$ cat src/rtl/jpegls_pkg.sv
// Shared types and constants for the JPEG-LS byte stuffer.
// State encoding, marker codes and stuffing widths live here.
package jpegls_pkg;

  typedef enum logic [2:0] {
    ST_IDLE   = 3'd0,
    ST_RUN    = 3'd1,
    ST_FLUSH  = 3'd2,
    ST_PAD    = 3'd3,
    ST_EOI_FF = 3'd4,
    ST_EOI_D9 = 3'd5
  } state_e;

  localparam logic [7:0]  MARKER_FF  = 8'hFF;
  localparam logic [7:0]  EOI_CODE   = 8'hD9;
  localparam int unsigned STUFF_BITS = 7;
  localparam int unsigned BYTE_BITS  = 8;

  // Bits consumed by the next output byte: one fewer after a 0xFF.
  function automatic logic [3:0] need_bits(input logic prev_ff);
    return prev_ff ? 4'(STUFF_BITS) : 4'(BYTE_BITS);
  endfunction

endpackage

$ cat src/rtl/jpegls_bit_accumulator.sv
// MSB-aligned bit accumulator: appends variable-length chunks below the
// valid bits and shifts consumed bits out of the top, in the same cycle.
module jpegls_bit_accumulator #(
  parameter int unsigned DATAOUT_LENGTH = 32,
  parameter int unsigned LEN_WIDTH      = 6,
  parameter int unsigned BUF_WIDTH      = 64,
  parameter int unsigned FILL_WIDTH     = 7
) (
  input  logic                      clk,
  input  logic                      reset,
  input  logic                      clear_i,
  input  logic                      shift_i,
  input  logic [3:0]                shift_amt_i,
  input  logic                      append_i,
  input  logic [DATAOUT_LENGTH-1:0] data_i,
  input  logic [LEN_WIDTH-1:0]      len_i,
  output logic [BUF_WIDTH-1:0]      buf_o,
  output logic [FILL_WIDTH-1:0]     fill_o,
  output logic [FILL_WIDTH-1:0]     fill_nxt_o
);

  localparam int unsigned PAD_BITS = BUF_WIDTH - DATAOUT_LENGTH;

  logic [BUF_WIDTH-1:0]  buf_q, buf_d, shifted, chunk, mask;
  logic [FILL_WIDTH-1:0] fill_q, fill_d, fill_s;
  logic [LEN_WIDTH-1:0]  len_sat;

  // Bits below fill are kept zero, so appending is a plain OR.
  always_comb begin
    len_sat = (len_i > LEN_WIDTH'(DATAOUT_LENGTH)) ? LEN_WIDTH'(DATAOUT_LENGTH) : len_i;
    mask    = ~({BUF_WIDTH{1'b1}} >> len_sat);
    chunk   = {data_i, {PAD_BITS{1'b0}}} & mask;
    shifted = shift_i ? (buf_q << shift_amt_i) : buf_q;
    fill_s  = shift_i ? (fill_q - FILL_WIDTH'(shift_amt_i)) : fill_q;
    buf_d   = shifted;
    fill_d  = fill_s;
    if (append_i) begin
      buf_d  = shifted | (chunk >> fill_s);
      fill_d = fill_s + FILL_WIDTH'(len_sat);
    end
    if (clear_i) begin
      buf_d  = '0;
      fill_d = '0;
    end
  end

  always_ff @(posedge clk or negedge reset) begin
    if (!reset) begin
      buf_q  <= '0;
      fill_q <= '0;
    end else begin
      buf_q  <= buf_d;
      fill_q <= fill_d;
    end
  end

  assign buf_o      = buf_q;
  assign fill_o     = fill_q;
  assign fill_nxt_o = fill_d;

endmodule

$ cat src/rtl/jpegls_byte_stuffer.sv
// JPEG-LS byte stuffer: serialises packed bit chunks into bytes, inserts a
// zero bit after every 0xFF, pads the tail and appends the EOI marker.
module jpegls_byte_stuffer
  import jpegls_pkg::*;
#(
  parameter int unsigned DATAOUT_LENGTH = 32,
  parameter int unsigned LEN_WIDTH      = 6,
  parameter int unsigned BUF_WIDTH      = 64,
  parameter int unsigned FILL_WIDTH     = 7
) (
  input  logic                      clk,
  input  logic                      reset,
  input  logic                      start,
  input  logic                      in_valid,
  output logic                      in_ready,
  input  logic [DATAOUT_LENGTH-1:0] in_data,
  input  logic [LEN_WIDTH-1:0]      in_len,
  input  logic                      in_last,
  output logic [7:0]                byte_out,
  output logic                      byte_valid,
  input  logic                      byte_ready,
  output logic                      done,
  output logic [31:0]               byte_count
);

  state_e                state_q, state_d;
  logic                  prev_ff_q, prev_ff_d;
  logic                  eoi_loaded_q, eoi_loaded_d;
  logic [7:0]            byte_out_q, byte_out_d;
  logic                  byte_valid_q, byte_valid_d;
  logic                  done_q, done_d;
  logic [31:0]           count_q, count_d;
  logic                  in_ready_q, in_ready_d;

  logic [BUF_WIDTH-1:0]  acc_buf;
  logic [FILL_WIDTH-1:0] acc_fill, acc_fill_nxt;
  logic                  acc_clear, acc_shift, acc_append;
  logic [3:0]            need;
  logic [7:0]            cand, load_val;
  logic                  load, can_extract, out_free, fire, accept;

  jpegls_bit_accumulator #(
    .DATAOUT_LENGTH(DATAOUT_LENGTH),
    .LEN_WIDTH     (LEN_WIDTH),
    .BUF_WIDTH     (BUF_WIDTH),
    .FILL_WIDTH    (FILL_WIDTH)
  ) u_acc (
    .clk        (clk),
    .reset      (reset),
    .clear_i    (acc_clear),
    .shift_i    (acc_shift),
    .shift_amt_i(need),
    .append_i   (acc_append),
    .data_i     (in_data),
    .len_i      (in_len),
    .buf_o      (acc_buf),
    .fill_o     (acc_fill),
    .fill_nxt_o (acc_fill_nxt)
  );

  assign need        = need_bits(prev_ff_q);
  assign cand        = prev_ff_q ? {1'b0, acc_buf[BUF_WIDTH-1 -: STUFF_BITS]}
                                 : acc_buf[BUF_WIDTH-1 -: BYTE_BITS];
  assign can_extract = acc_fill >= FILL_WIDTH'(need);
  assign out_free    = !byte_valid_q || byte_ready;
  assign fire        = byte_valid_q && byte_ready;
  assign accept      = in_valid && in_ready_q;

  always_comb begin
    state_d      = state_q;
    prev_ff_d    = prev_ff_q;
    eoi_loaded_d = eoi_loaded_q;
    done_d       = 1'b0;
    count_d      = count_q + 32'(fire);
    load         = 1'b0;
    load_val     = '0;
    acc_clear    = 1'b0;
    acc_shift    = 1'b0;
    acc_append   = 1'b0;

    case (state_q)
      ST_IDLE: begin
        if (start) begin
          state_d      = ST_RUN;
          acc_clear    = 1'b1;
          prev_ff_d    = 1'b0;
          eoi_loaded_d = 1'b0;
          count_d      = '0;
        end
      end
      ST_RUN: begin
        if (can_extract && out_free) begin
          load      = 1'b1;
          load_val  = cand;
          acc_shift = 1'b1;
          prev_ff_d = (cand == MARKER_FF);
        end
        if (accept) begin
          acc_append = 1'b1;
          if (in_last) state_d = ST_FLUSH;
        end
      end
      ST_FLUSH: begin
        if (can_extract) begin
          if (out_free) begin
            load      = 1'b1;
            load_val  = cand;
            acc_shift = 1'b1;
            prev_ff_d = (cand == MARKER_FF);
          end
        end else begin
          state_d = ST_PAD;
        end
      end
      // Leftover bits, or a bare stuffing bit after a final 0xFF.
      ST_PAD: begin
        if (acc_fill != '0 || prev_ff_q) begin
          if (out_free) begin
            load      = 1'b1;
            load_val  = cand;
            acc_clear = 1'b1;
            state_d   = ST_EOI_FF;
          end
        end else begin
          acc_clear = 1'b1;
          state_d   = ST_EOI_FF;
        end
      end
      ST_EOI_FF: begin
        if (out_free) begin
          load         = 1'b1;
          load_val     = MARKER_FF;
          eoi_loaded_d = 1'b0;
          state_d      = ST_EOI_D9;
        end
      end
      ST_EOI_D9: begin
        if (!eoi_loaded_q) begin
          if (out_free) begin
            load         = 1'b1;
            load_val     = EOI_CODE;
            eoi_loaded_d = 1'b1;
          end
        end else if (fire) begin
          state_d      = ST_IDLE;
          done_d       = 1'b1;
          prev_ff_d    = 1'b0;
          eoi_loaded_d = 1'b0;
        end
      end
      default: state_d = ST_IDLE;
    endcase

    byte_valid_d = load ? 1'b1 : (fire ? 1'b0 : byte_valid_q);
    byte_out_d   = load ? load_val : byte_out_q;
    in_ready_d   = (state_d == ST_RUN) &&
                   (acc_fill_nxt <= FILL_WIDTH'(BUF_WIDTH - DATAOUT_LENGTH));
  end

  always_ff @(posedge clk or negedge reset) begin
    if (!reset) begin
      state_q      <= ST_IDLE;
      prev_ff_q    <= 1'b0;
      eoi_loaded_q <= 1'b0;
      byte_out_q   <= '0;
      byte_valid_q <= 1'b0;
      done_q       <= 1'b0;
      count_q      <= '0;
      in_ready_q   <= 1'b0;
    end else begin
      state_q      <= state_d;
      prev_ff_q    <= prev_ff_d;
      eoi_loaded_q <= eoi_loaded_d;
      byte_out_q   <= byte_out_d;
      byte_valid_q <= byte_valid_d;
      done_q       <= done_d;
      count_q      <= count_d;
      in_ready_q   <= in_ready_d;
    end
  end

  assign in_ready   = in_ready_q;
  assign byte_out   = byte_out_q;
  assign byte_valid = byte_valid_q;
  assign done       = done_q;
  assign byte_count = count_q;

endmodule

$ cat config.mk
export PLATFORM = sky130hd
export DESIGN_NAME = jpegls_byte_stuffer
export DESIGN_NICKNAME = d
export VERILOG_FILES = /design/src/rtl/jpegls_pkg.sv /design/src/rtl/jpegls_bit_accumulator.sv /design/src/rtl/jpegls_byte_stuffer.sv
export SDC_FILE = /design/constraint.sdc
export NUM_CORES = 1
export LEC_CHECK = 0
export BUFFER_PORTS_ARGS = -buffer_cell sky130_fd_sc_hd__buf_2
export CAP_MARGIN = 20
export CORE_ASPECT_RATIO = 0.9
export CORE_MARGIN = 2
export CORE_UTILIZATION = 30
export CTS_CLUSTER_SIZE = 14
export DETAILED_ROUTE_END_ITERATION = 8
export GPL_TIMING_DRIVEN = 0
export PLACE_DENSITY_LB_ADDON = 0.12
export SYNTH_ARGS = -nofsm -noshare
export SYNTH_HDL_FRONTEND = slang
export SYNTH_HIERARCHICAL = 1
export SYNTH_SLANG_ARGS = --single-unit
$ cat constraint.sdc
create_clock -name clk -period 5.5 [get_ports clk]
set_input_delay 0.55 -clock clk [delete_from_list [all_inputs] [get_ports clk]]
set_output_delay 0.55 -clock clk [all_outputs]
set_load 0.005 [all_outputs]
**Yosys cells after proc, flatten, opt, wreduce, memory -nomap -nowiden**

Index checks and enable logic that the tools add are counted.

- Register bits after elaboration: 119
- Input port bits: 44
- Output and inout bits: 43
- Logic and storage cells: 106

- $add $sub $neg: 3
- Order comparisons: 3
- Equality and inequality tests: 14
- Shift operators: 3
- Mux-type cells: 56
- Bitwise logic cells: 3
- Reduce and logical (&&, ||, !) cells: 14

Operators by type and width:

| cell | count |
|---|---|
| 2-to-1 mux 64 bit | 3 |
| bitwise AND 64 bit | 1 |
| 2-to-1 mux 32 bit | 2 |
| 2-to-1 mux 8 bit | 8 |
| NOT 64 bit | 1 |
| bitwise OR 64 bit | 1 |
| left shift 64 x 4 -> 64 bit | 1 |
| >> shifter 64 x 6 -> 64 bit (first input constant) | 1 |
| >> shifter 64 x 7 -> 64 bit | 1 |
| case mux 8 bit (5 select lines) | 1 |
| adder 32 x 1 -> 32 bit | 1 |
| 2-to-1 mux 3 bit | 9 |
| 2-to-1 mux 1 bit | 22 |
| 2-to-1 mux 7 bit | 3 |
| case mux 3 bit (6 select lines) | 1 |
| inequality test 2 bit (second input constant) | 7 |
| equality test 8 bit (second input constant) | 1 |
| adder 7 x 6 -> 7 bit | 1 |
| >= comparator 7 x 4 -> 1 bit | 1 |
| <= comparator 7 x 6 -> 1 bit (second input constant) | 1 |
| AND reduction 7 bit | 1 |
| nonzero test 7 bit | 1 |
| subtractor 7 x 4 -> 7 bit | 1 |
| equality test 3 x 1 -> 1 bit (second input constant) | 2 |
| other kinds (17) | 24 |

**Longest topological paths before layout**

- Depth in word-level cells: 11
- Depth in mapped cells: 24

**Hierarchy**

The synthesis kept the hierarchy.

Modules (own cells, without submodules):

| module | instances | cells each | area an instance (µm²) | sequential area each (µm²) |
|---|---|---|---|---|
| jpegls_bit_accumulator | 1 | 1129 | 9415.3 | 1776.7 |
| jpegls_byte_stuffer | 1 | 277 | 2770.2 | 1201.2 |

**Worst setup path after synthesis**

No wires, ideal clock.

- Kind: reg2reg
- Start: register prev_ff_q
- End: register in_ready_q (netlist: in_ready)
- Library setup time: 101 ps
- Data arrival time: 4833 ps
- Data required time: 5399 ps
- Path slack: 566 ps
- Cell stages (with the launch flop): 24
- Buffers on the path: 4
- Period minus slack after synthesis: 4934 ps
- Path through: dfrtp_1 > buf_4 > inv_1 > ha_1 > a21oi_1 > o21ai_0 > a211oi_4 > nor2_1 > buf_4 > mux2i_1 > clkbuf_1 > buf_2 > xnor2_1 > ha_1 > a21o_1 > a21o_1 > a21oi_1 > xnor2_1 > a21oi_1 > nor2_1 > or4_1 > o21ai_0 > nand2b_1 > nor4_1

- Word-level cells in the longest chain between the ends: 11
- Elaborated cells between the ends (all ways): 20
- Classes of those cells: add/sub: 2; order compare: 2; eq/ne: 1; mux: 12; reduce/logical: 3

Ends and longest elaborated chain:

| item | line | text |
|---|---|---|
| from (decl) | jpegls_byte_stuffer.sv:27 | `logic prev_ff_q, prev_ff_d;` |
| from (signal assigned) | jpegls_byte_stuffer.sv:172 | `prev_ff_q <= prev_ff_d;` |
| 2-to-1 mux 4 bit (*) | jpegls_pkg.sv:21 | `return prev_ff ? 4'(STUFF_BITS) : 4'(BYTE_BITS);` |
| via need[3] | jpegls_byte_stuffer.sv:38 | `logic [3:0] need;` |
| >= comparator 7 x 4 -> 1 bit (*) | jpegls_byte_stuffer.sv:64 | `assign can_extract = acc_fill >= FILL_WIDTH'(need);` |
| logical AND 1 bit | jpegls_byte_stuffer.sv:92 | `if (can_extract && out_free) begin` |
| 2-to-1 mux 1 bit | jpegls_byte_stuffer.sv:92 |  |
| case mux 1 bit (2 select lines) (*) | jpegls_byte_stuffer.sv:81 | `case (state_q)` |
| via acc_shift | jpegls_byte_stuffer.sv:37 | `logic acc_clear, acc_shift, acc_append;` |
| 2-to-1 mux 7 bit (*) | jpegls_bit_accumulator.sv:34 | `fill_s = shift_i ? (fill_q - FILL_WIDTH'(shift_amt_i)) : fill_q;` |
| adder 7 x 6 -> 7 bit | jpegls_bit_accumulator.sv:39 | `fill_d = fill_s + FILL_WIDTH'(len_sat);` |
| 2-to-1 mux 7 bit (*) | jpegls_bit_accumulator.sv:37 | `if (append_i) begin` |
| 2-to-1 mux 7 bit (*) | jpegls_bit_accumulator.sv:41 | `if (clear_i) begin` |
| via acc_fill_nxt[4] | jpegls_byte_stuffer.sv:36 | `logic [FILL_WIDTH-1:0] acc_fill, acc_fill_nxt;` |
| <= comparator 7 x 6 -> 1 bit (*) | jpegls_byte_stuffer.sv:157 | `(acc_fill_nxt <= FILL_WIDTH'(BUF_WIDTH - DATAOUT_LENGTH));` |
| logical AND 1 bit (*) | jpegls_byte_stuffer.sv:156 | `in_ready_d = (state_d == ST_RUN) &&` |
| via in_ready_d | jpegls_byte_stuffer.sv:33 | `logic in_ready_q, in_ready_d;` |
| to (signal assigned) | jpegls_byte_stuffer.sv:178 | `in_ready_q <= in_ready_d;` |
| to (decl) | jpegls_byte_stuffer.sv:33 |  |

The timed path passes the listed nets; every way through them passes the cells marked *.
A chain may end at the register's enable or synchronous reset.

**Worst setup path after layout**

- Start: register prev_ff_q
- End: register u_acc.buf_q[2] (netlist: u_acc/buf_o[2])

- Word-level cells in the longest chain between the ends: 10
- Elaborated cells between the ends (all ways): 17
- Classes of those cells: add/sub: 1; order compare: 1; shift: 2; mux: 10; bitwise: 1; reduce/logical: 2

Ends and longest elaborated chain:

| item | line | text |
|---|---|---|
| 2-to-1 mux 4 bit | jpegls_pkg.sv:21 |  |
| >= comparator 7 x 4 -> 1 bit | jpegls_byte_stuffer.sv:64 |  |
| logical AND 1 bit | jpegls_byte_stuffer.sv:92 |  |
| 2-to-1 mux 1 bit | jpegls_byte_stuffer.sv:92 |  |
| case mux 1 bit (2 select lines) | jpegls_byte_stuffer.sv:81 |  |
| 2-to-1 mux 7 bit | jpegls_bit_accumulator.sv:34 |  |
| >> shifter 64 x 7 -> 64 bit | jpegls_bit_accumulator.sv:38 | `buf_d = shifted \| (chunk >> fill_s);` |
| bitwise OR 64 bit | jpegls_bit_accumulator.sv:38 |  |
| 2-to-1 mux 64 bit | jpegls_bit_accumulator.sv:37 |  |
| 2-to-1 mux 64 bit (*) | jpegls_bit_accumulator.sv:41 |  |
| via u_acc.buf_d[2] | jpegls_bit_accumulator.sv:24 | `logic [BUF_WIDTH-1:0] buf_q, buf_d, shifted, chunk, mask;` |
| to (signal assigned) | jpegls_bit_accumulator.sv:52 | `buf_q <= buf_d;` |
| to (decl) | jpegls_bit_accumulator.sv:24 |  |

Marks and branches as above.

==> reports/qor.json <==
{
  "status": "complete, no violations",
  "path_class": "register to register",
  "worst_ep_required_time_ns": 5.76,
  "syn-mean-instance-area_sq_um": 8.67,
  "floorplan.die_area_sq_um": 42200,
  "tritoncts_num_sinks": 119,
  "p_int_uw": 4050,
  "clock_tree.root_cell": "sky130_fd_sc_hd__clkbuf_16",
  "ctsLongestPathBuffers": 2,
  "power.ir.vdd_worst_mv": 0.295,
  "synth-warning-count": 6,
  "synth_area_sq_um": 12200,
  "initial_utilization_pct": 30.2,
  "worst_skew_pair.late_latency_ns": 0.44,
  "dr_total_vias": 12800,
  "largest_net_degree_at_the_start_of_global_routing": 85,
  "grt_use_met2_pct": 37.4,
  "die-height_um": 195,
  "timing_max_transition_violations_final": 0,
  "slew_headroom_pct": 16.6,
  "global_route_wire_length_before_repair_mm": 80.7,
  "grt_busiest_layer": "met2",
  "rrSetupSlack_ns": 0.25,
  "dp.final_hpwl_mm": 42.6,
  "gr-usage-met3_pct": 5.53,
  "synth_top_cell_area_share_pct": 24.4,
  "nets": 1572,
  "syn_inst": 1406,
  "yosys-top-cells-area": "sky130_fd_sc_hd__dfrtp_1 24%, sky130_fd_sc_hd__mux2i_1 11%, sky130_fd_sc_hd__mux4_2 9.2%",
  "tritoncts": "yes",
  "antenna_viol_nets_final": 0,
  "max_clock_freq_mhz": 191,
  "layout.cells.most_common_list": "141 x sky130_fd_sc_hd__nand2_1, 133 x sky130_fd_sc_hd__mux2i_1, 122 x sky130_fd_sc_hd__buf_2",
  "yosys.cell_types.count": 93,
  "hold_viol_final": 0,
  "clockPowerShare_pct": 13.5,
  "timing.reg2reg.worst_path_depth": 17,
  "power_density_nw_per_um2": 652,
  "timing.critical_path.fanout_max": 10,
  "fin_worst_skew_ns": 0.0134,
  "detail_route.iter0.violations": 1765,
  "synth_ff_type": "sky130_fd_sc_hd__dfrtp_1",
  "avgRoutedWirePerCell_um": 26.2,
  "regToRegStartpoint": "prev_ff_q",
  "synth_enable_flop_cells": 0,
  "mostFrequentLayoutCell": "sky130_fd_sc_hd__nand2_1",
  "critPathArrivalTime_ns": 5.51,
  "drt_wl_total_mm": 54.0,
  "core_sq_um": 40400,
  "globalRouteMet1Util_pct": 35.6,
  "rsz_0062_raised_after_global_routing": "no",
  "worstHoldPathType": "primary input to async pin",
  "leakage_power_total_uw": 0.00571,
  "buffer_ports.inserted": 85,
  "timing.max_cap.violations": 0,
  "clkSlewWorstSetupHoldPaths_ns": 0.06,
  "share_seq_of_total_power_pct": 16.1,
  "globalRouteOverflowTotal": 0,
  "p_comb_share_pct": 70.3,
  "sw_frac_of_total_pct": 55.7,
  "chipWidth_um": 216,
  "floorplan.rows": 70,
  "postLayoutCoreUtil_pct": 34.7,
  "grt_antenna_before_repair": 1,
  "postSynthRegisterBits": 119,
  "synth_async_sr_flop_share_pct": 100,
  "drt_drc_violations_left": 0,
  "critical_path.reg2reg.endpoint": "u_acc/buf_o[2]",
  "synth_top_area_cell": "sky130_fd_sc_hd__dfrtp_1",
  "crit_path_end_kind": "register",
  "setup_total_negative_slack_ns": 0,
  "cts_max_level": 4,
  "gpl.final_weighted_congestion": 1.00,
  "synth.net_count": 1467,
  "syn2layout_area_growth_pct": 15.0,
  "timing.final.crit_share_pct": 95.4,
  "grt_pass1_vias": 12200,
  "dr.pass1.iters": 6,
  "p_sw_uw": 5090,
  "layout-drive-gt1-share_pct": 20.3,
  "io-pin-count": 87,
  "ys_seq_area_share_pct": 24.4,
  "tritoncts.num_buffers": 17,
  "gr-usage-all-layers_pct": 25.3,
  "n_antenna_cell": 0,
  "timing.final.crit_period_ns": 5.25,
  "worst-slew-pin-transition_ns": 1.24,
  "cp-start-kind": "register",
  "via_per_inst": 6.22,
  "final-setup-viol-count": 0
}
## layout make-up
cell class,instances,area (sq um)
fillers,4181,26400
repair buffers,90,499
clock inverters,10,170
well taps,540,676
flip-flops and latches,119,2980
clock buffers,22,464
plain buffers,119,569
multi-input cells,1134,8540
inverters,30,116
## worst max-delay path by stage
stage / from / slack [ns] / to / depth (start not counted)
2_1_floorplan: prev_ff_q / 0.57 / in_ready / 23
3_3_place_gp: prev_ff_q / -1.13 / in_ready / 20
3_5_place_dp: prev_ff_q / -1.15 / in_ready / 20
4_1_cts: prev_ff_q / 0.03 / in_ready / 23
5_1_grt: prev_ff_q / 0.07 / in_ready / 20
6_report: prev_ff_q / 0.25 / u_acc/buf_o[2] / 17
## sequential cells by signal (all words and copies together) (netlist names)
signal        count
state_q           3
prev_ff_q         1
done              1
u_acc/buf_o      64
in_ready          1
byte_count       32
byte_out          8
byte_valid        1
u_acc/fill_o      7
eoi_loaded_q      1
## cell usage after synthesis, types with 16 or more instances
cell and number:
sky130_fd_sc_hd__a211oi_1 21, sky130_fd_sc_hd__xnor2_1 24, sky130_fd_sc_hd__ha_1 16, sky130_fd_sc_hd__mux2_2 40
sky130_fd_sc_hd__o21ai_0 71, sky130_fd_sc_hd__nor2_1 113, sky130_fd_sc_hd__o211ai_1 22, sky130_fd_sc_hd__dfrtp_1 119
sky130_fd_sc_hd__nor2b_1 17, sky130_fd_sc_hd__mux4_2 50, sky130_fd_sc_hd__nand2_1 141, sky130_fd_sc_hd__and3_1 26
sky130_fd_sc_hd__a31oi_1 18, sky130_fd_sc_hd__nor3_1 23, sky130_fd_sc_hd__buf_2 38, sky130_fd_sc_hd__clkbuf_1 58
sky130_fd_sc_hd__inv_1 25, sky130_fd_sc_hd__a21oi_1 99, sky130_fd_sc_hd__nand3_1 30, sky130_fd_sc_hd__o22ai_1 28
sky130_fd_sc_hd__mux2i_1 134
## critical path, cell delays in order, from the launching register on
cell and delay [ns]:
sky130_fd_sc_hd__dfrtp_2 0.43, sky130_fd_sc_hd__buf_12 0.15, sky130_fd_sc_hd__clkbuf_1 0.15, sky130_fd_sc_hd__inv_2 0.24, sky130_fd_sc_hd__buf_1 0.53, sky130_fd_sc_hd__ha_1 0.40
sky130_fd_sc_hd__xnor2_1 0.15, sky130_fd_sc_hd__a21o_1 0.17, sky130_fd_sc_hd__buf_2 0.21, sky130_fd_sc_hd__inv_2 0.19, sky130_fd_sc_hd__buf_2 0.27, sky130_fd_sc_hd__buf_4 0.25
sky130_fd_sc_hd__nand3_1 0.15, sky130_fd_sc_hd__o211ai_1 0.14, sky130_fd_sc_hd__a21boi_0 0.40, sky130_fd_sc_hd__nor2_1 0.13, sky130_fd_sc_hd__a221oi_1 0.90, sky130_fd_sc_hd__a311oi_1 0.21
## layer usage
layer / vias to the layer above / routed length (um)
met4: 2 / 1990
met3: 107 / 4980
li1: 5582 / -
met1: 6371 / 23700
met2: 778 / 23300
met5: - / 13
## stage by stage
stage	power [uW]	hold slack, ns	area, sq um	setup slack [ns]	std cells
3_3_place_gp	7670	0.505	13300	-1.13	2031
4_1_cts	8870	0.0122	14000	0.0270	2062
5_1_grt	9500	0.0275	14000	0.0739	2064
3_5_place_dp	7590	0.482	13300	-1.15	2033
6_report	9140	0.0212	14000	0.252	2064
2_1_floorplan	5350	0.254	12200	0.566	1406
## logic make-up after synthesis
group / after synthesis / synth area share [%]
AO/OA/AOI/OAI: 414 / 23.1
XOR/XNOR: 36 / 2.65
adder cells (fa/ha/maj): 18 / 1.89
buffers and inverters: 153 / 5.66
flip-flops: 119 / 24.4
multiplexers: 225 / 24.1
AND/OR/NAND/NOR: 441 / 18.2
## power by group through the flow
stage / Clock (uW) / Sequential [uW] / Combinational (uW)
after CTS: 1260 / 1470 / 6140
after global placement: 0 / 1480 / 6190
final: 1240 / 1480 / 6430
after global routing: 1300 / 1510 / 6690
after floorplan: 0 / 1340 / 4010
after detailed placement: 0 / 1490 / 6100
## what timing repair did
item                                    in CTS  in global routing
gates resized for setup                      6                  6
gates cloned                                 0                  0
hold buffers                                 0                  0
endpoints found under the setup margin      49                  3
pin swaps                                    1                  0
setup buffers                                1                  2
(Power assumes the default switching activity.)
